`src/rtl/gsram_port_arbiter_pkg.sv`:
```
// -----------------------------------------------------------------------------
// gsram_port_arbiter_pkg
// Shared types and constants for the global SRAM port arbiter.
//   GSRAM_ADDR_W  : global SRAM address width (depth 1024)
//   GSRAM_LEN_W   : burst length field width (beats-1, 1..64 beats)
//   arb_state_e   : arbiter FSM state
//   gsram_burst_t : one burst descriptor {wr, addr, len} as seen by requesters
// -----------------------------------------------------------------------------
package gsram_port_arbiter_pkg;

    localparam int GSRAM_ADDR_W = 10;
    localparam int GSRAM_LEN_W  = 6;

    typedef enum logic {
        IDLE  = 1'b0,
        BURST = 1'b1
    } arb_state_e;

    typedef struct packed {
        logic                    wr;
        logic [GSRAM_ADDR_W-1:0] addr;
        logic [GSRAM_LEN_W-1:0]  len;
    } gsram_burst_t;

endpackage

```
`src/rtl/gsram_port_arbiter_if.sv`:
```
// -----------------------------------------------------------------------------
// gsram_port_arbiter_if
// Bundles the requester side and the SRAM side of the arbiter.
//   req/req_wr/req_addr/req_len : per-requester burst requests (flattened)
//   gnt/beat_ack                : one-hot grant pulse and per-beat acknowledge
//   busy                        : burst in progress
//   global_sram_*               : address/enable/owner-select to the SRAM macro
//   rvalid/rlast                : one-hot read-data valid and last qualifier
// Modports: slave = the arbiter, master = the requesters/SRAM environment.
// -----------------------------------------------------------------------------
interface gsram_port_arbiter_if
    import gsram_port_arbiter_pkg::*;
#(
    parameter int NUM_REQ = 4,
    parameter int ADDR_W  = GSRAM_ADDR_W,
    parameter int LEN_W   = GSRAM_LEN_W
);
    localparam int ID_W = $clog2(NUM_REQ);

    logic [NUM_REQ-1:0]        req;
    logic [NUM_REQ-1:0]        req_wr;
    logic [NUM_REQ*ADDR_W-1:0] req_addr;
    logic [NUM_REQ*LEN_W-1:0]  req_len;
    logic [NUM_REQ-1:0]        gnt;
    logic [NUM_REQ-1:0]        beat_ack;
    logic                      busy;
    logic [ADDR_W-1:0]         global_sram_waddr;
    logic [ADDR_W-1:0]         global_sram_raddr;
    logic                      global_sram_wen;
    logic                      global_sram_ren;
    logic [ID_W-1:0]           global_sram_sel;
    logic [NUM_REQ-1:0]        rvalid;
    logic [NUM_REQ-1:0]        rlast;

    modport slave (
        input  req, req_wr, req_addr, req_len,
        output gnt, beat_ack, busy,
        output global_sram_waddr, global_sram_raddr,
        output global_sram_wen, global_sram_ren, global_sram_sel,
        output rvalid, rlast
    );

    modport master (
        output req, req_wr, req_addr, req_len,
        input  gnt, beat_ack, busy,
        input  global_sram_waddr, global_sram_raddr,
        input  global_sram_wen, global_sram_ren, global_sram_sel,
        input  rvalid, rlast
    );

endinterface

```
`src/rtl/gsram_port_arbiter_rr_pick.sv`:
```
// -----------------------------------------------------------------------------
// gsram_rr_pick
// Combinational round-robin picker: selects the first active request at or
// after i_ptr, wrapping around.
//   i_req    : request vector
//   i_ptr    : index with highest priority this round
//   o_valid  : at least one request active
//   o_id     : selected index
//   o_onehot : selected index, one-hot (all zero when !o_valid)
// -----------------------------------------------------------------------------
module gsram_rr_pick
    import gsram_port_arbiter_pkg::*;
#(
    parameter int NUM_REQ = 4,
    parameter int ID_W    = $clog2(NUM_REQ)
) (
    input  logic [NUM_REQ-1:0] i_req,
    input  logic [ID_W-1:0]    i_ptr,
    output logic               o_valid,
    output logic [ID_W-1:0]    o_id,
    output logic [NUM_REQ-1:0] o_onehot
);

    // w_cand[k] is the requester index holding priority rank k this round
    logic [ID_W-1:0] w_cand [NUM_REQ];

    for (genvar gi = 0; gi < NUM_REQ; gi++) begin : g_cand
        assign w_cand[gi] = ID_W'((int'(i_ptr) + gi) % NUM_REQ);
    end

    always_comb begin
        o_valid  = 1'b0;
        o_id     = '0;
        // Walk from lowest priority to highest so the highest rank wins
        for (int k = NUM_REQ - 1; k >= 0; k--) begin
            if (i_req[w_cand[k]]) begin
                o_valid = 1'b1;
                o_id    = w_cand[k];
            end
        end
        o_onehot = o_valid ? ({{(NUM_REQ-1){1'b0}}, 1'b1} << o_id) : '0;
    end

endmodule

```
`src/rtl/gsram_port_arbiter.sv`:
```
// -----------------------------------------------------------------------------
// gsram_port_arbiter
// Shares the single global SRAM port between NUM_REQ burst requesters
// (index NUM_REQ-1 is the host loader). Round-robin grant per burst, one beat
// per cycle with incrementing address, read-valid routed back RD_LAT cycles
// after each ren.
//   clk  : clock
//   rstn : asynchronous reset, active low
//   bus  : gsram_port_arbiter_if slave modport (requests in; grant, beat,
//          SRAM address/enables/select and read-return out)
// -----------------------------------------------------------------------------
module gsram_port_arbiter
    import gsram_port_arbiter_pkg::*;
#(
    parameter int NUM_REQ = 4,
    parameter int ADDR_W  = GSRAM_ADDR_W,
    parameter int LEN_W   = GSRAM_LEN_W,
    parameter int RD_LAT  = 1
) (
    input  logic                  clk,
    input  logic                  rstn,
    gsram_port_arbiter_if.slave   bus
);

    localparam int ID_W = $clog2(NUM_REQ);

    arb_state_e          r_state;
    logic [ID_W-1:0]     r_rr_ptr;
    logic [ID_W-1:0]     r_id;
    logic                r_wr;
    logic [ADDR_W-1:0]   r_addr;
    logic [LEN_W-1:0]    r_cnt;
    logic [NUM_REQ-1:0]  r_gnt;
    logic [NUM_REQ-1:0]  r_beat_ack;
    logic [ADDR_W-1:0]   r_waddr;
    logic [ADDR_W-1:0]   r_raddr;
    logic                r_wen;
    logic                r_ren;
    logic                r_last;
    logic [ID_W-1:0]     r_sel;

    // Read-return pipeline: stage RD_LAT-1 is presented on rvalid/rlast
    logic                r_pv  [RD_LAT];
    logic [ID_W-1:0]     r_pid [RD_LAT];
    logic                r_pl  [RD_LAT];

    logic                w_pick_valid;
    logic [ID_W-1:0]     w_pick_id;
    logic [NUM_REQ-1:0]  w_pick_onehot;
    logic [ADDR_W-1:0]   w_req_addr [NUM_REQ];
    logic [LEN_W-1:0]    w_req_len  [NUM_REQ];
    logic [NUM_REQ-1:0]  w_rvalid;
    logic [NUM_REQ-1:0]  w_rlast;

    for (genvar gi = 0; gi < NUM_REQ; gi++) begin : g_unpack
        assign w_req_addr[gi] = bus.req_addr[gi*ADDR_W +: ADDR_W];
        assign w_req_len[gi]  = bus.req_len[gi*LEN_W +: LEN_W];
    end

    gsram_rr_pick #(
        .NUM_REQ (NUM_REQ),
        .ID_W    (ID_W)
    ) u_pick (
        .i_req    (bus.req),
        .i_ptr    (r_rr_ptr),
        .o_valid  (w_pick_valid),
        .o_id     (w_pick_id),
        .o_onehot (w_pick_onehot)
    );

    always_ff @(posedge clk or negedge rstn) begin
        if (!rstn) begin
            r_state    <= IDLE;
            r_rr_ptr   <= '0;
            r_id       <= '0;
            r_wr       <= 1'b0;
            r_addr     <= '0;
            r_cnt      <= '0;
            r_gnt      <= '0;
            r_beat_ack <= '0;
            r_waddr    <= '0;
            r_raddr    <= '0;
            r_wen      <= 1'b0;
            r_ren      <= 1'b0;
            r_last     <= 1'b0;
            r_sel      <= '0;
        end else begin
            r_gnt <= '0;
            case (r_state)
                IDLE: begin
                    // Grant cycle never carries a beat: this is the bubble
                    r_wen      <= 1'b0;
                    r_ren      <= 1'b0;
                    r_beat_ack <= '0;
                    r_last     <= 1'b0;
                    if (w_pick_valid) begin
                        r_gnt    <= w_pick_onehot;
                        r_id     <= w_pick_id;
                        r_wr     <= bus.req_wr[w_pick_id];
                        r_addr   <= w_req_addr[w_pick_id];
                        r_cnt    <= w_req_len[w_pick_id];
                        r_rr_ptr <= (w_pick_id == ID_W'(NUM_REQ - 1)) ? '0 : w_pick_id + 1'b1;
                        r_state  <= BURST;
                    end
                end
                BURST: begin
                    r_wen <= r_wr;
                    r_ren <= !r_wr;
                    // The idle direction's address holds its last value
                    if (r_wr) begin
                        r_waddr <= r_addr;
                    end else begin
                        r_raddr <= r_addr;
                    end
                    r_beat_ack <= {{(NUM_REQ-1){1'b0}}, 1'b1} << r_id;
                    r_sel      <= r_id;
                    r_last     <= (r_cnt == '0);
                    r_addr     <= r_addr + 1'b1;
                    r_cnt      <= r_cnt - 1'b1;
                    if (r_cnt == '0) begin
                        r_state <= IDLE;
                    end
                end
                default: r_state <= IDLE;
            endcase
        end
    end

    for (genvar gi = 0; gi < RD_LAT; gi++) begin : g_rpipe
        always_ff @(posedge clk or negedge rstn) begin
            if (!rstn) begin
                r_pv[gi]  <= 1'b0;
                r_pid[gi] <= '0;
                r_pl[gi]  <= 1'b0;
            end else if (gi == 0) begin
                r_pv[gi]  <= r_ren;
                r_pid[gi] <= r_sel;
                r_pl[gi]  <= r_ren && r_last;
            end else begin
                r_pv[gi]  <= r_pv[gi-1];
                r_pid[gi] <= r_pid[gi-1];
                r_pl[gi]  <= r_pl[gi-1];
            end
        end
    end

    always_comb begin
        w_rvalid = '0;
        w_rlast  = '0;
        if (r_pv[RD_LAT-1]) begin
            w_rvalid[r_pid[RD_LAT-1]] = 1'b1;
            w_rlast[r_pid[RD_LAT-1]]  = r_pl[RD_LAT-1];
        end
    end

    assign bus.gnt               = r_gnt;
    assign bus.beat_ack          = r_beat_ack;
    assign bus.busy              = (r_state == BURST);
    assign bus.global_sram_waddr = r_waddr;
    assign bus.global_sram_raddr = r_raddr;
    assign bus.global_sram_wen   = r_wen;
    assign bus.global_sram_ren   = r_ren;
    assign bus.global_sram_sel   = r_sel;
    assign bus.rvalid            = w_rvalid;
    assign bus.rlast             = w_rlast;

endmodule
```
`src/flat_wrapper.sv`:
```
// flat-port wrapper written by rule: the top's interface ports become plain ports
module gsram_port_arbiter_flat import gsram_port_arbiter_pkg::*;
#(
    parameter int NUM_REQ = 4,
    parameter int ADDR_W  = GSRAM_ADDR_W,
    parameter int LEN_W   = GSRAM_LEN_W,
    parameter int RD_LAT  = 1
)
  (clk, rstn, bus_req, bus_req_wr, bus_req_addr, bus_req_len, bus_gnt, bus_beat_ack, bus_busy, bus_global_sram_waddr, bus_global_sram_raddr, bus_global_sram_wen, bus_global_sram_ren, bus_global_sram_sel, bus_rvalid, bus_rlast);
  gsram_port_arbiter_if #(.NUM_REQ(NUM_REQ), .ADDR_W(ADDR_W), .LEN_W(LEN_W)) bus_i ();
  input  logic clk;
  input  logic rstn;
  input wire logic [$bits(bus_i.req)-1:0] bus_req;
  input wire logic [$bits(bus_i.req_wr)-1:0] bus_req_wr;
  input wire logic [$bits(bus_i.req_addr)-1:0] bus_req_addr;
  input wire logic [$bits(bus_i.req_len)-1:0] bus_req_len;
  output wire logic [$bits(bus_i.gnt)-1:0] bus_gnt;
  output wire logic [$bits(bus_i.beat_ack)-1:0] bus_beat_ack;
  output wire logic [$bits(bus_i.busy)-1:0] bus_busy;
  output wire logic [$bits(bus_i.global_sram_waddr)-1:0] bus_global_sram_waddr;
  output wire logic [$bits(bus_i.global_sram_raddr)-1:0] bus_global_sram_raddr;
  output wire logic [$bits(bus_i.global_sram_wen)-1:0] bus_global_sram_wen;
  output wire logic [$bits(bus_i.global_sram_ren)-1:0] bus_global_sram_ren;
  output wire logic [$bits(bus_i.global_sram_sel)-1:0] bus_global_sram_sel;
  output wire logic [$bits(bus_i.rvalid)-1:0] bus_rvalid;
  output wire logic [$bits(bus_i.rlast)-1:0] bus_rlast;
  assign bus_i.req = bus_req;
  assign bus_i.req_wr = bus_req_wr;
  assign bus_i.req_addr = bus_req_addr;
  assign bus_i.req_len = bus_req_len;
  assign bus_gnt = bus_i.gnt;
  assign bus_beat_ack = bus_i.beat_ack;
  assign bus_busy = bus_i.busy;
  assign bus_global_sram_waddr = bus_i.global_sram_waddr;
  assign bus_global_sram_raddr = bus_i.global_sram_raddr;
  assign bus_global_sram_wen = bus_i.global_sram_wen;
  assign bus_global_sram_ren = bus_i.global_sram_ren;
  assign bus_global_sram_sel = bus_i.global_sram_sel;
  assign bus_rvalid = bus_i.rvalid;
  assign bus_rlast = bus_i.rlast;
  gsram_port_arbiter #(.NUM_REQ(NUM_REQ), .ADDR_W(ADDR_W), .LEN_W(LEN_W), .RD_LAT(RD_LAT)) u_core (.clk(clk), .rstn(rstn), .bus(bus_i));
endmodule
```
`config.mk`:
```
export PLATFORM = sky130hd
export DESIGN_NAME = gsram_port_arbiter_flat
export DESIGN_NICKNAME = d
export VERILOG_FILES = /design/src/rtl/gsram_port_arbiter_pkg.sv /design/src/rtl/gsram_port_arbiter_if.sv /design/src/rtl/gsram_port_arbiter_rr_pick.sv /design/src/rtl/gsram_port_arbiter.sv /design/src/flat_wrapper.sv
export SDC_FILE = /design/constraint.sdc
export NUM_CORES = 1
export LEC_CHECK = 0
export BUFFER_PORTS_ARGS = -buffer_cell sky130_fd_sc_hd__buf_2
export CAP_MARGIN = 0
export CORE_MARGIN = 2
export CORE_UTILIZATION = 44
export DETAILED_ROUTE_END_ITERATION = 16
export GPL_TIMING_DRIVEN = 0
export PLACE_DENSITY = 0.81
export SETUP_SLACK_MARGIN = 0.05
export SLEW_MARGIN = 20
export SYNTH_ARGS = -nofsm -noshare
export SYNTH_HDL_FRONTEND = slang
export SYNTH_SLANG_ARGS = --single-unit
export TNS_END_PERCENT = 100
```
`constraint.sdc`:
```
create_clock -name clk -period 2 [get_ports clk]
set_clock_uncertainty 0.2 [all_clocks]
set_input_delay 0.3 -clock clk [delete_from_list [all_inputs] [get_ports clk]]
set_output_delay 0.3 -clock clk [all_outputs]
set_load 0.1 [all_outputs]
```
* Yosys cells after proc, flatten, opt, wreduce, memory -nomap -nowiden
Cells that the tools add are included.
** Storage, ports and cells
- Register bits :: 59
- Latch bits :: 0
- Bits in writable memories :: 0
- Memory bits (read-only) :: 0
- Input port bits :: 74
- Output and inout port bits :: 41
- Logic and storage cells :: 88
- Memories kept :: 0
** Operators by class
- Add/subtract/negate cells :: 6
- $mul :: 0
- Divide/modulo/power cells :: 0
- $lt $le $gt $ge :: 8
- Equality and inequality tests :: 2
- Shift-type cells :: 2
- Multiplexer cells :: 42
- Bitwise operators :: 4
- Reductions and logical operators :: 7
** Operator list (count)
- $mux 10 :: 3
- $bmux 10 s2 :: 1
- $pmux 10 s2 :: 1
- $lt 2x3->1 const B :: 6
- $mux 6 :: 3
- $mux 4 :: 4
- $bmux 6 s2 :: 1
- $mux 1 :: 12
- $pmux 6 s2 :: 1
- $add 10x1->10 const B :: 1
- $bmux 1 s2 :: 5
- $mux 2 :: 5
- $pmux 1 s2 :: 4
- $pmux 4 s2 :: 1
- $shl 1x2->4 const A :: 2
- $logic_not 6->1 :: 1
- $reduce_and 2->1 :: 3
- $sub 6x1->6 const B :: 1
- $add 2x1->2 const B :: 2
- $add 2x2->2 const B :: 2
- $and 4x4->4 :: 1
- $ge 3x3->1 const B :: 1
- $not 2->3 :: 1
- $demux 1 s2 :: 1
- other kinds (6) :: 8

* Longest topological paths before layout
Gate-level depths: netlist of run 1.
- Depth after elaboration :: 13
- Mapped depth :: 8
- Mapped depth without buffers :: 7

* Cells and area by module
Synthesis of run 1 repeated with hierarchy kept, for this count alone.
** Unflattened totals
- Cell total of the unflattened synthesis :: 262
- Area, all modules :: 3096.7 sq um
** Modules (own cells, without submodules)
- gsram_port_arbiter :: times used 1, cells each 233, area each 2914.0 sq um, sequential area each 1476.4 sq um
- gsram_rr_pick :: times used 1, cells each 29, area each 182.7 sq um, sequential area each 0.0 sq um

* Worst setup path after synthesis of run 1
Ideal clock, no wire load.
- Kind :: flip-flop to output port
- From :: register u_core.r_pid[0] (netlist name)
- To :: output port bus_rvalid[0]
- Arrival :: 2.646 ns
- Data required time :: 1.500 ns
- Slack :: -1.146 ns
- Cell stages (with the launch flop) :: 2
- Path buffers :: 0
- Path through :: dfrtp_1 nor3b_1
** On the way
- Word-level cells in the longest chain between the ends :: 5
- Elaborated cells between the ends (all ways) :: 6
- Those cells by class :: order compare: 2; mux: 3; reduce/logical: 1
** RTL lines
- from (decl) :: RTL line gsram_port_arbiter.sv:44 : logic [ID_W-1:0] r_pid [RD_LAT];
- from (signal, indexed assignment) :: RTL line gsram_port_arbiter.sv:137 : r_pid[gi] <= r_sel;
- from (signal, indexed assignment) :: RTL line gsram_port_arbiter.sv:141 : r_pid[gi] <= r_pid[gi-1];
- $lt 2x3->1 (implied by the code) / $ge 2x1->1 (equally long branches) :: RTL line gsram_port_arbiter.sv:151 : w_rvalid[r_pid[RD_LAT-1]] = 1'b1;
- $logic_and 1x1->1 (implied by the code) :: RTL line gsram_port_arbiter.sv:151
- $mux 1 (implied by the code) :: RTL line gsram_port_arbiter.sv:151
- $demux 1 s2 *
- $mux 4 * :: RTL line gsram_port_arbiter.sv:150 : if (r_pv[RD_LAT-1]) begin
- to (decl) :: RTL line flat_wrapper.sv:25 : output wire logic [$bits(bus_i.rvalid)-1:0] bus_rvalid;
Every way passes the cells marked *; elsewhere a longest branch is shown, timed or not.

* Worst setup path after layout of run 1
- From :: register u_core.r_rr_ptr[1]
- To :: register u_core.r_addr[0]
** On the way
- Word-level cells in the longest chain between the ends :: 13
- Elaborated cells between the ends (all ways) :: 26
- Those cells by class :: add/sub: 3; eq/ne: 1; mux: 21; bitwise: 1
** RTL lines
- from (decl) :: RTL line gsram_port_arbiter.sv:28 : logic [ID_W-1:0] r_rr_ptr;
- from (signal assigned) :: RTL line gsram_port_arbiter.sv:102 : r_rr_ptr <= (w_pick_id == ID_W'(NUM_REQ - 1)) ? '0 : w_pick_id + 1'b1;
- $add 2x2->2 :: RTL line gsram_port_arbiter_rr_pick.sv:28 : assign w_cand[gi] = ID_W'((int'(i_ptr) + gi) % NUM_REQ);
- $bmux 1 s2 :: RTL line gsram_port_arbiter_rr_pick.sv:36 : if (i_req[w_cand[k]]) begin
- $mux 1 (implied by the code) :: RTL line gsram_port_arbiter_rr_pick.sv:36
- $mux 2 (4 in series) :: RTL line gsram_port_arbiter_rr_pick.sv:36
- $not 2->3 (implied by the code) :: RTL line gsram_port_arbiter.sv:100 : r_addr <= w_req_addr[w_pick_id];
- $bmux 10 s2 :: RTL line gsram_port_arbiter.sv:100
- $mux 10 (implied by the code) (2 in series) :: RTL line gsram_port_arbiter.sv:100
- $mux 10 :: RTL line gsram_port_arbiter.sv:96 : if (w_pick_valid) begin
- $pmux 10 s2 :: RTL line gsram_port_arbiter.sv:89 : case (r_state)
- to (signal assigned) :: RTL line gsram_port_arbiter.sv:100
- to (signal assigned) :: RTL line gsram_port_arbiter.sv:118 : r_addr <= r_addr + 1'b1;
- to (decl) :: RTL line gsram_port_arbiter.sv:31 : logic [ADDR_W-1:0] r_addr;
Parallel ways exist; a longest one is shown, timed or not. The select of a mux whose other input is x is not followed.
A chain may end at the register's enable or synchronous reset.

==> results of run 1 <==
[cell families (layout without fill, tap and decap cells)]
kind of cell	after synthesis	count (layout)
simple gates	77	77
flops	59	59
compound gates	52	52
mux	52	52
buf+inv	23	157
xor+xnor	9	9
fa+ha+maj	3	3
[stage by stage]
stage          setup WS [ns]  std cells  setup TNS (ns)  util, %  cell area (sq um)
6_report              0.0391        489               0     60.8               4110
5_1_grt              -0.0395        489          -0.217     60.8               4110
4_1_cts              -0.0321        488         -0.0321     59.4               4010
3_5_place_dp          -0.435        469           -6.94     55.5               3750
3_3_place_gp          -0.380        469           -4.81     55.5               3750
2_1_floorplan         -0.310        275           -1.41        -               3080
[cells in the final DEF (no fill, tap or decap), types with 4 or more instances in the layout]
cell / netlist / layout
nand2b_1: 5 / 4
xnor2_1: 4 / 4
mux2i_2: 0 / 5
buf_4: 0 / 10
dfrtp_1: 59 / 57
nand2_1: 24 / 24
xor2_1: 5 / 5
nor2_1: 17 / 14
mux2i_1: 29 / 23
inv_1: 8 / 8
a21oi_1: 4 / 4
o221ai_1: 7 / 7
a22oi_1: 4 / 4
a221oi_2: 0 / 5
clkbuf_1: 8 / 4
buf_2: 1 / 107
clkbuf_8: 0 / 9
o21ai_0: 13 / 13
clkinv_2: 0 / 5
and3_1: 7 / 7
mux2_2: 22 / 21
[worst max-delay path, stage by stage (launching register included)]
cell and delay [ns]:
dfrtp_2 0.42, mux2i_1 0.23, o2bb2ai_2 0.15, or2_1 0.14, buf_6 0.14, buf_12 0.16, mux2i_2 0.23, o221ai_1 0.15
[report_power, final]
part | internal [mW] | leakage, nW | switching [mW]
clock | 0.437 | 0.0856 | 0.462
combinational | 1.44 | 1.26 | 3.46
sequential | 1.74 | 0.712 | 0.487
total | 3.62 | 2.06 | 4.41
[sequential cells by signal (all words and copies together), names as in the netlist, 2 cells and up]
| signal | count |
|---|---|
| u_core.bus.beat_ack | 4 |
| u_core.bus.global_sram_raddr | 10 |
| u_core.bus.global_sram_sel | 2 |
| u_core.bus.global_sram_waddr | 10 |
| u_core.bus.gnt | 4 |
| u_core.r_addr | 10 |
| u_core.r_cnt | 6 |
| u_core.r_id | 2 |
| u_core.r_pid | 2 |
| u_core.r_rr_ptr | 2 |
[cells in the mapped netlist (all sizes together) (2+ instances only)]
cell type and count:
a211o 2, a22oi 4, a311oi 2, o21ai 14
nor3 3, nor2 18, o2bb2ai 2, dfrtp 59
mux2i 29, nand4 2, ha 3, nor3b 4
nor2b 2, nand3 3, xnor2 4, a21oi 4
or2 2, nand2 25, clkbuf 8, mux2 23
a221oi 7, and2 3, nand2b 5, inv 10
buf 5, xor2 5, and3 7, o221ai 7
[area by class of cell]
cell class | instances | area share (%)
Inverter | 10 | 1.04
Multi-Input combinational cell | 193 | 38.6
Sequential cell | 59 | 36.1
Tap cell | 80 | 2.44
Clock buffer | 10 | 3.11
Buffer | 11 | 2.50
Clock inverter | 6 | 0.792
Timing Repair Buffer | 120 | 15.5
[routing by layer]
layer / wire length [microns] / vias up / part of all wire, %
met3: 622 / 10 / 7.6
met2: 3950 / 109 / 48
li1: - / 1267 / -
met5: 0 / - / 0
met1: 3450 / 1275 / 42
met4: 136 / 0 / 1.7
[how the worst min path moves through the flow]
| stage | depth (start not counted) | start | slack (ns) | to |
|---|---|---|---|---|
| floorplan | 0 | rstn | -0.20 | u_core.bus.beat_ack[0] |
| global placement | 0 | u_core.bus.global_sram_sel[0] | 0.18 | u_core.r_pid[0] |
| detailed placement | 0 | u_core.bus.global_sram_ren | 0.18 | u_core.r_pv |
| CTS | 3 | bus_req_addr[7] | 0.02 | u_core.r_addr[7] |
| global route | 3 | bus_req_addr[27] | 0.04 | u_core.r_addr[7] |
| finish | 3 | bus_req_addr[7] | 0.02 | u_core.r_addr[7] |
[timing repair]
| item | 4_1_cts | 5_1_grt |
|---|---|---|
| endpoints found under the setup margin | 25 | 23 |
| resized for setup | 18 | 23 |
| buffers inserted | 2 | 3 |
| pin swaps | 3 | 7 |
| hold endpoints to repair | 59 | 0 |
| hold buffers | 1 | 0 |
==> metrics.txt, run 1 <==
initial antenna violation count 0; Synth Net Count 352; Max-Cap Viols 0; fin crit share 98.0%; io pins 115; post-synthesis xor/xnor area fraction 2.59%; Clock Sinks 59; Post-Synthesis Cells 275; Synth Area per Inst 11.1 sq um; relative slew slack 52.1%; Post-synth EDFFs 0; Worst R2R Setup Slack 0.04 ns; diodes inserted 0; H-Tree Depth 3; fin crit period 1.96 ns; R2R depth 7; maximum clock rate 510 MHz; setup violators final 0; register area 1480 sq um; CP Launch Point u_core.r_rr_ptr[1]; adder-cell share of the synthesized area between 1 and 1.5%; RSZ-0062 raised after global routing true; share of the yosys chip area belonging to registers between 40% and 50%; TritonCTS buffer count 9; Final Slew Violations 0; PD cells approximately 2000 nW/um^2; worst hold path type primary input to flop; die height 87.2 microns; GR peak layer met2; count of cell types in the netlist 50; Worst-Skew Late Latency around 0.34 ns; vias per cell 5.44; worst path arrival time 1.95 ns; Tot GR Track Use 22.0%; drc violations 0; first-pass GRT wire length roughly 13,000 microns; Lkg Pwr 2.06 nW; final hold viol count 0; vias after detailed routing 2,661; Longest Clk Path Bufs 2; r2r startpoint u_core.r_rr_ptr[1]; RD Place Congestion 0.859; multi-input logic area 1580 sq um; DIE AREA 7610 sq um; TritonRoute pass-1 iters 4; Die W just under 90 microns; Nets 481; HPWL Detailed a little under 6000 microns; Core Area 6760 sq um; vias in the first global route roughly 2,600; Port-buffer cells 114; met3 Usage GRT 5.78%; clock-pin transition on the worst setup and hold timing paths around 0.070 ns; crit path to u_core.r_addr[0]; First DRT Iteration DRCs 112; status finished clean; WS Path Type flop to flop; grt met1 use approximately 28%; Wirelength per Cell 16.7 microns; worst slew pin tran between 0.7 and 0.8 ns; critical path launch point type flop; Synthesis Warnings 0; CTS root buffer clkbuf_8; top cell type by total area after synthesis dfrtp_1; WL final about 8200 microns; post-synth top area share around half; Routed Antenna Nets 0; CTS tree done; initial core utilization 45.1%; ys async rst share between 90% and 100%; Post-Syn Area 3050 sq um; Max VDD drop 0.000946 V; met2 GRT Util between 30% and 40%; FF-to-FF End u_core.r_addr[0]; post-synthesis mux area share 18.1%; CP required 1.99 ns; largest net degree at the start of global routing 60; Synth area leaders dfrtp_1 48%, mux2i_1 9.5%, mux2_2 8.1%, nand2_1 3.0%, o21ai_0 2.1%; Synth Area in Simple Gates 12.5%; Fill cells 583; # rows 30; Synth Area in Compound Gates 12.8%; Area growth, synth to finish 34.8%; Overall Power 8.03 mW; layout cells sized above 1 roughly half; Main synth FF type dfrtp_1; Hold WS 0.0233 ns; combinational family with the most area after synthesis multiplexers; Yosys reg bits 59; CP Capture Type flop; Crit Path Max Fanout 10; GRT overflow 0
Note: power is estimated with default switching activity, not from simulation.
==> inputs of run 2 (changes only) <==
Settings changed: CAP_MARGIN 0 to 30, CORE_ASPECT_RATIO from default to 0.7, GPL_TIMING_DRIVEN 0 to default.
==> run 2 against run 1 <==
  * The run now ends with negative setup slack left
  * Non-clock buffer count rose by 4
  * Utilization grew 2.9 points
  * Via count increased by 3.7%
  * Cell count up 3.7%
  * Register-to-register slack got worse by 0.13 ns
  * Global-route usage is 0.27 points higher
  * Largest power group unchanged
==> metrics.txt, run 2 (synthesis gave the netlist of run 1 again) <==
failing checks negative setup slack; maximum clock rate 478 MHz (-6.3%); setup violators final 1 (+1); worst hold path type primary input to flop; vias per cell 5.44 (about the same); GRT overflow 0 (unchanged); WL final 8750 microns (+7.3%); CP required 2.03 ns (+0.04 ns); commonest non-fill, non-tap cell in the layout buf_2; fin cells 507 (+3.7%); DIE AREA 7620 sq um (+0.14%); first-pass GRT wire length 12,500 microns (-0.71%); CP Capture Type flop; sequential power share 26.8% (-0.9 points); Pint 3.85 mW (+6.4%); CTS root buffer clkbuf_8; multi-input logic area 1620 sq um (+2.5%); Lkg Pwr 2.13 nW (+3.3%); Core Area 6730 sq um (-0.46%); Longest Clk Path Bufs 2 (unchanged); worst path arrival time 2.13 ns (+0.18 ns); CTS tree done; layout cells sized above 1 50.6% (+1.7 points); worst slew pin tran 0.510 ns (-0.209 ns); CP Launch Point u_core.r_rr_ptr[1]; Final Slew Violations 0 (unchanged); Switching Fraction 54.1% (-0.83 points); Overall Power 8.39 mW (+4.5%); Routed Antenna Nets 0 (unchanged); Max VDD drop 0.00133 V (+40%); Wirelength per Cell 17.3 microns (+3.5%); Die W 103 microns (+19%); register area 1480 sq um (unchanged); DP Cell Count 488 (+4.1%); PD cells 1960 nW/um^2 (+0.13%); GR peak layer met2; status finished with violations; clock-pin transition on the worst setup and hold timing paths 0.07 ns (about the same); H-Tree Depth 3 (unchanged); fin crit period 2.09 ns (+0.132 ns); Area growth, synth to finish 40.6%; r2r startpoint u_core.r_rr_ptr[1]; Max-Cap Viols 0 (unchanged); initial antenna violation count 0 (unchanged); relative slew slack 65.9% (+14 points); fin crit share 105% (+6.6 points); First DRT Iteration DRCs 185 (+65%); Port-buffer cells 114 (unchanged); largest net degree at the start of global routing 25 (-58%); # rows 25 (-17%); fin util 63.7% (+2.9 points); TritonCTS buffer count 9 (unchanged); initial core utilization 45.3% (+0.21 points); vias after detailed routing 2,760 (+3.7%); RSZ-0062 raised after global routing true; part of the power in the clock network 12.8% (+1.6 points); most frequent cells in the layout 106 x buf_2, 57 x dfrtp_1, 23 x mux2i_1, 23 x nand2_1, 21 x mux2_2; TritonRoute pass-1 iters 5 (+1); HP Start bus_req_addr[27]; final hold viol count 0 (unchanged); HPWL Detailed 6320 microns (+7.1%); met2 GRT Util 35.4% (-0.67 points); critical path launch point type flop; Tot GR Track Use 22.3% (+0.27 points); Clock Sinks 59 (unchanged); vias in the first global route 2,524 (-3.3%); grt met1 use 30.0% (+1.8 points); Crit Path Max Fanout 12 (+2); met3 Usage GRT 7.52% (+1.7 points); WS Path Type flop to flop; diodes inserted 0 (unchanged); Worst-Skew Late Latency 0.34 ns (about the same); Fill cells 541 (-7.2%); Setup WS post-layout -0.0924 ns (-0.132 ns); RD Place Congestion 0.804 (-6.4%); combinational power share 60.4% (-0.7 points); Nets 485 (+0.83%); drc violations 0 (unchanged); io pins 115 (unchanged); P_sw 4.54 mW (+2.9%); die height 73.6 microns (-16%)
[run 2: path summary, 6_finish.rpt]
kind	to	depth (start not counted)	slack [ns]
min	u_core.r_addr[7]	3	0.02
min reg2reg	u_core.r_pid[1]	0	0.21
max	u_core.r_wr	6	-0.09
max reg2reg	u_core.r_wr	6	-0.09
max in group asynchronous	u_core.bus.global_sram_waddr[1]	3	0.82
min in group asynchronous	u_core.bus.beat_ack[0]	2	0.21
[run 2: power groups by stage]
stage / logic, mW / clock network (mW) / registers (mW)
after floorplan: 1.83 / 0 / 4.17
after global placement: 4.62 / 0 / 2.21
after detailed placement: 4.71 / 0 / 2.25
after CTS: 4.75 / 1.09 / 2.23
after global routing: 5.32 / 1.13 / 2.32
final: 5.07 / 1.08 / 2.25
[run 2: through the flow]
| step | instance area (sq um) | hold WS (ns) | TNS (ns) | worst slack [ns] |
|---|---|---|---|---|
| after detailed placement | 3840 | 0.0352 | -0.00605 | -0.00605 |
| after floorplan | 3080 | -0.196 | -1.41 | -0.310 |
| after global routing | 4290 | 0.0137 | -0.340 | -0.132 |
| after global placement | 3840 | 0.0324 | 0 | 0.0478 |
| after CTS | 4060 | 0.0175 | 0 | 0.00702 |
| final | 4290 | 0.0202 | -0.0924 | -0.0924 |
[run 2: critical path: stages (launching register included)]
cell	delay, ns
dfrtp_1	0.42
mux2i_1	0.31
o2bb2ai_2	0.17
or2_4	0.22
buf_12	0.16
mux2_4	0.30
o221a_1	0.20
[run 2: final cells by class]
class	instances	share of cell area, %
tap	94	2.74
multi-input combinational	193	37.9
clock inverter	5	1.23
timing repair buffer	135	19.2
sequential	59	34.6
clock buffer	11	3.30
inverter	10	1.05
[run 2: metal layers]
layer | routed length, microns | vias up | part of all wire (%)
met1 | 3660 | 1323 | 42
met3 | 772 | 13 | 8.8
li1 | - | 1271 | -
met4 | 97 | 0 | 1.1
met5 | 0 | - | 0
met2 | 4220 | 153 | 48
[run 2: what timing repair did]
action,in CTS,in global routing
endpoints found under the setup margin,11,23
resized for setup,6,43
hold endpoints to repair,14,0
hold buffers,1,0
setup buffers,0,1
gates cloned,0,1
pin swaps,0,13
==> inputs of run 3 (changes only) <==
Settings changed: CORE_UTILIZATION 44 to 47, PLACE_DENSITY 0.81 to 0.82, SETUP_SLACK_MARGIN 0.05 to 0.2.
Clock period 2 ns to 2.7 ns, I/O delays scaled along.
==> run 3 against run 2 <==
  * The run now ends clean
  * Via count shrank 6.0%
  * Register-to-register slack gained 0.53 ns
  * Worst setup slack gained 0.53 ns
  * Sequential cell count unchanged
  * First-iteration DRC count decreased by 24%
  * Global-route usage up 0.11 points
  * Worst hold slack worse by 0.013 ns
  * Critical path depth is the same
  * Die area shrank 6.1%
  * Utilization shrank 0.94 points
  * Non-clock buffer count fell by 17
  * Cell count shrank 6.5%
==> metrics.txt, run 3 (synthesis gave the netlist of run 1 again) <==
status finished clean; HPWL Detailed 5740 microns (-9.1%); drc violations 0 (unchanged); GRT overflow 0 (unchanged); DR WL met2 3460 microns (-18%); M1 WL 3490 microns (-4.7%); Wirelength per Cell 16.0 microns (-7.3%); vias after detailed routing 2,595 (-6.0%); Core Area 6250 sq um (-7.1%); DIE AREA 7160 sq um (-6.1%); Hold WS 0.00683 ns (-0.0134 ns); die height 71.4 microns (-3.1%); vias in the first global route 2,492 (-1.3%); worst path arrival time 2.29 ns (+0.16 ns); setup violators final 0 (-1); fin crit share 83.8% (-21 points); Longest Clk Path Bufs 2 (unchanged); Port-buffer cells 114 (unchanged); diodes inserted 0 (unchanged); WL met3 538 microns (-30%); Max-Cap Viols 0 (unchanged); clock-pin transition on the worst setup and hold timing paths 0.07 ns (about the same); # rows 24 (-4.0%); post-CTS setup buffers 0 (unchanged); fin cells 474 (-6.5%); CP Capture Type flop; cts repair resizes 0 (-6); most frequent cells in the layout 114 x buf_2, 59 x dfrtp_1, 29 x mux2i_1; critical path launch point type flop; sequence of cells on the critical path and2_1, o211ai_2, nand2_2, inv_4, mux2_2, a211o_1; placed cell area 3670 sq um (-4.3%); worst hold path type primary input to asynchronous set/reset pin; multi-input logic area 1460 sq um (-10%); Setup TNS 0 ns (+0.0924 ns); Tot GR Track Use 22.4% (+0.11 points); R2R depth 6 (unchanged); CP Launch Point u_core.r_rr_ptr[1]; Fill cells 541 (unchanged); Nets 468 (-3.5%); hold_buf cts 0 (-1); Area growth, synth to finish 28.7%; maximum clock rate 442 MHz (-7.6%); CP max stage cell dfrtp_1; TritonRoute pass-1 iters 4 (-1); vias per cell 5.47 (+0.57%); commonest non-fill, non-tap cell in the layout buf_2; First DRT Iteration DRCs 140 (-24%); initial core utilization 48.8% (+3.5 points); FF-to-FF End u_core.r_addr[8]; worst slew pin tran 0.772 ns (+0.262 ns); Routed Antenna Nets 0 (unchanged); RD Place Congestion 0.879 (+9.3%); layout cells sized above 1 42.2% (-8.4 points); Clock Sinks 59 (unchanged); fin crit period 2.26 ns (+0.171 ns); register area 1480 sq um (-0.34%); CP required 2.73 ns (+0.70 ns); Crit Path Max Fanout 17 (+5); io pins 115 (unchanged); highest metal used met4; final hold viol count 0 (unchanged); Finished Cell Area 3920 sq um (-8.5%); first-pass GRT wire length 12,100 microns (-3.1%); WS Path Type flop to flop; largest net degree at the start of global routing 60 (+140%); Final Slew Violations 0 (unchanged); initial antenna violation count 0 (unchanged); H-Tree Depth 3 (unchanged); critical path's largest stage delay 0.46 ns (+0.04 ns); Die W 100 microns (-3.1%); DP Cell Count 458 (-6.1%); CTS root buffer clkbuf_8; Worst-Skew Late Latency 0.34 ns (about the same); RSZ-0062 raised after global routing false; WL final 7580 microns (-13%); r2r startpoint u_core.r_rr_ptr[1]; Worst R2R Setup Slack 0.44 ns (+0.53 ns); CTS tree done; TritonCTS buffer count 9 (unchanged); relative slew slack 48.0% (-18 points)
## run 3: worst max path at each step
stage                                   to  slack [ns]  depth (start not counted)
after detailed placement  u_core.r_addr[8]        0.43                          7
after CTS                 u_core.r_addr[8]        0.45                          6
after floorplan               bus_rlast[1]        0.28                          2
after global placement    u_core.r_addr[8]        0.48                          6
final                     u_core.r_addr[8]        0.44                          6
after global routing      u_core.r_addr[8]        0.35                          6
## run 3: layer usage
metal / up-vias / track usage, %
met2: 106 / 34.4
met5: - / 0
met1: 1241 / 30.6
li1: 1237 / -
met3: 11 / 6.44
met4: 0 / 8.22
## run 3: cell type report
| type | count | area share (%) |
|---|---|---|
| sequential | 59 | 37.6 |
| timing repair buffer | 118 | 15.3 |
| clock inverter | 6 | 2.87 |
| multi-input combinational | 193 | 37.2 |
| tap | 78 | 2.49 |
| inverter | 10 | 1.02 |
| clock buffer | 10 | 3.51 |
## run 3: metrics by stage
step,setup WS [ns],utilization (%)
finish,0.436,62.8
floorplan,0.285,-
CTS,0.451,62.8
global route,0.346,62.8
detailed placement,0.432,58.8
global placement,0.477,58.8
## run 3: critical path: cells and delay by family (launching register included)
family / cells / cell delay, ns
flip-flops: 1 / 0.46
multiplexers: 1 / 0.38
AO/OA/AOI/OAI: 2 / 0.53
buffers and inverters: 1 / 0.23
AND/OR/NAND/NOR: 2 / 0.36
Power of run 3 is not shown: default switching activity piles up to over one toggle a cycle in this logic, so the estimate is an artifact.
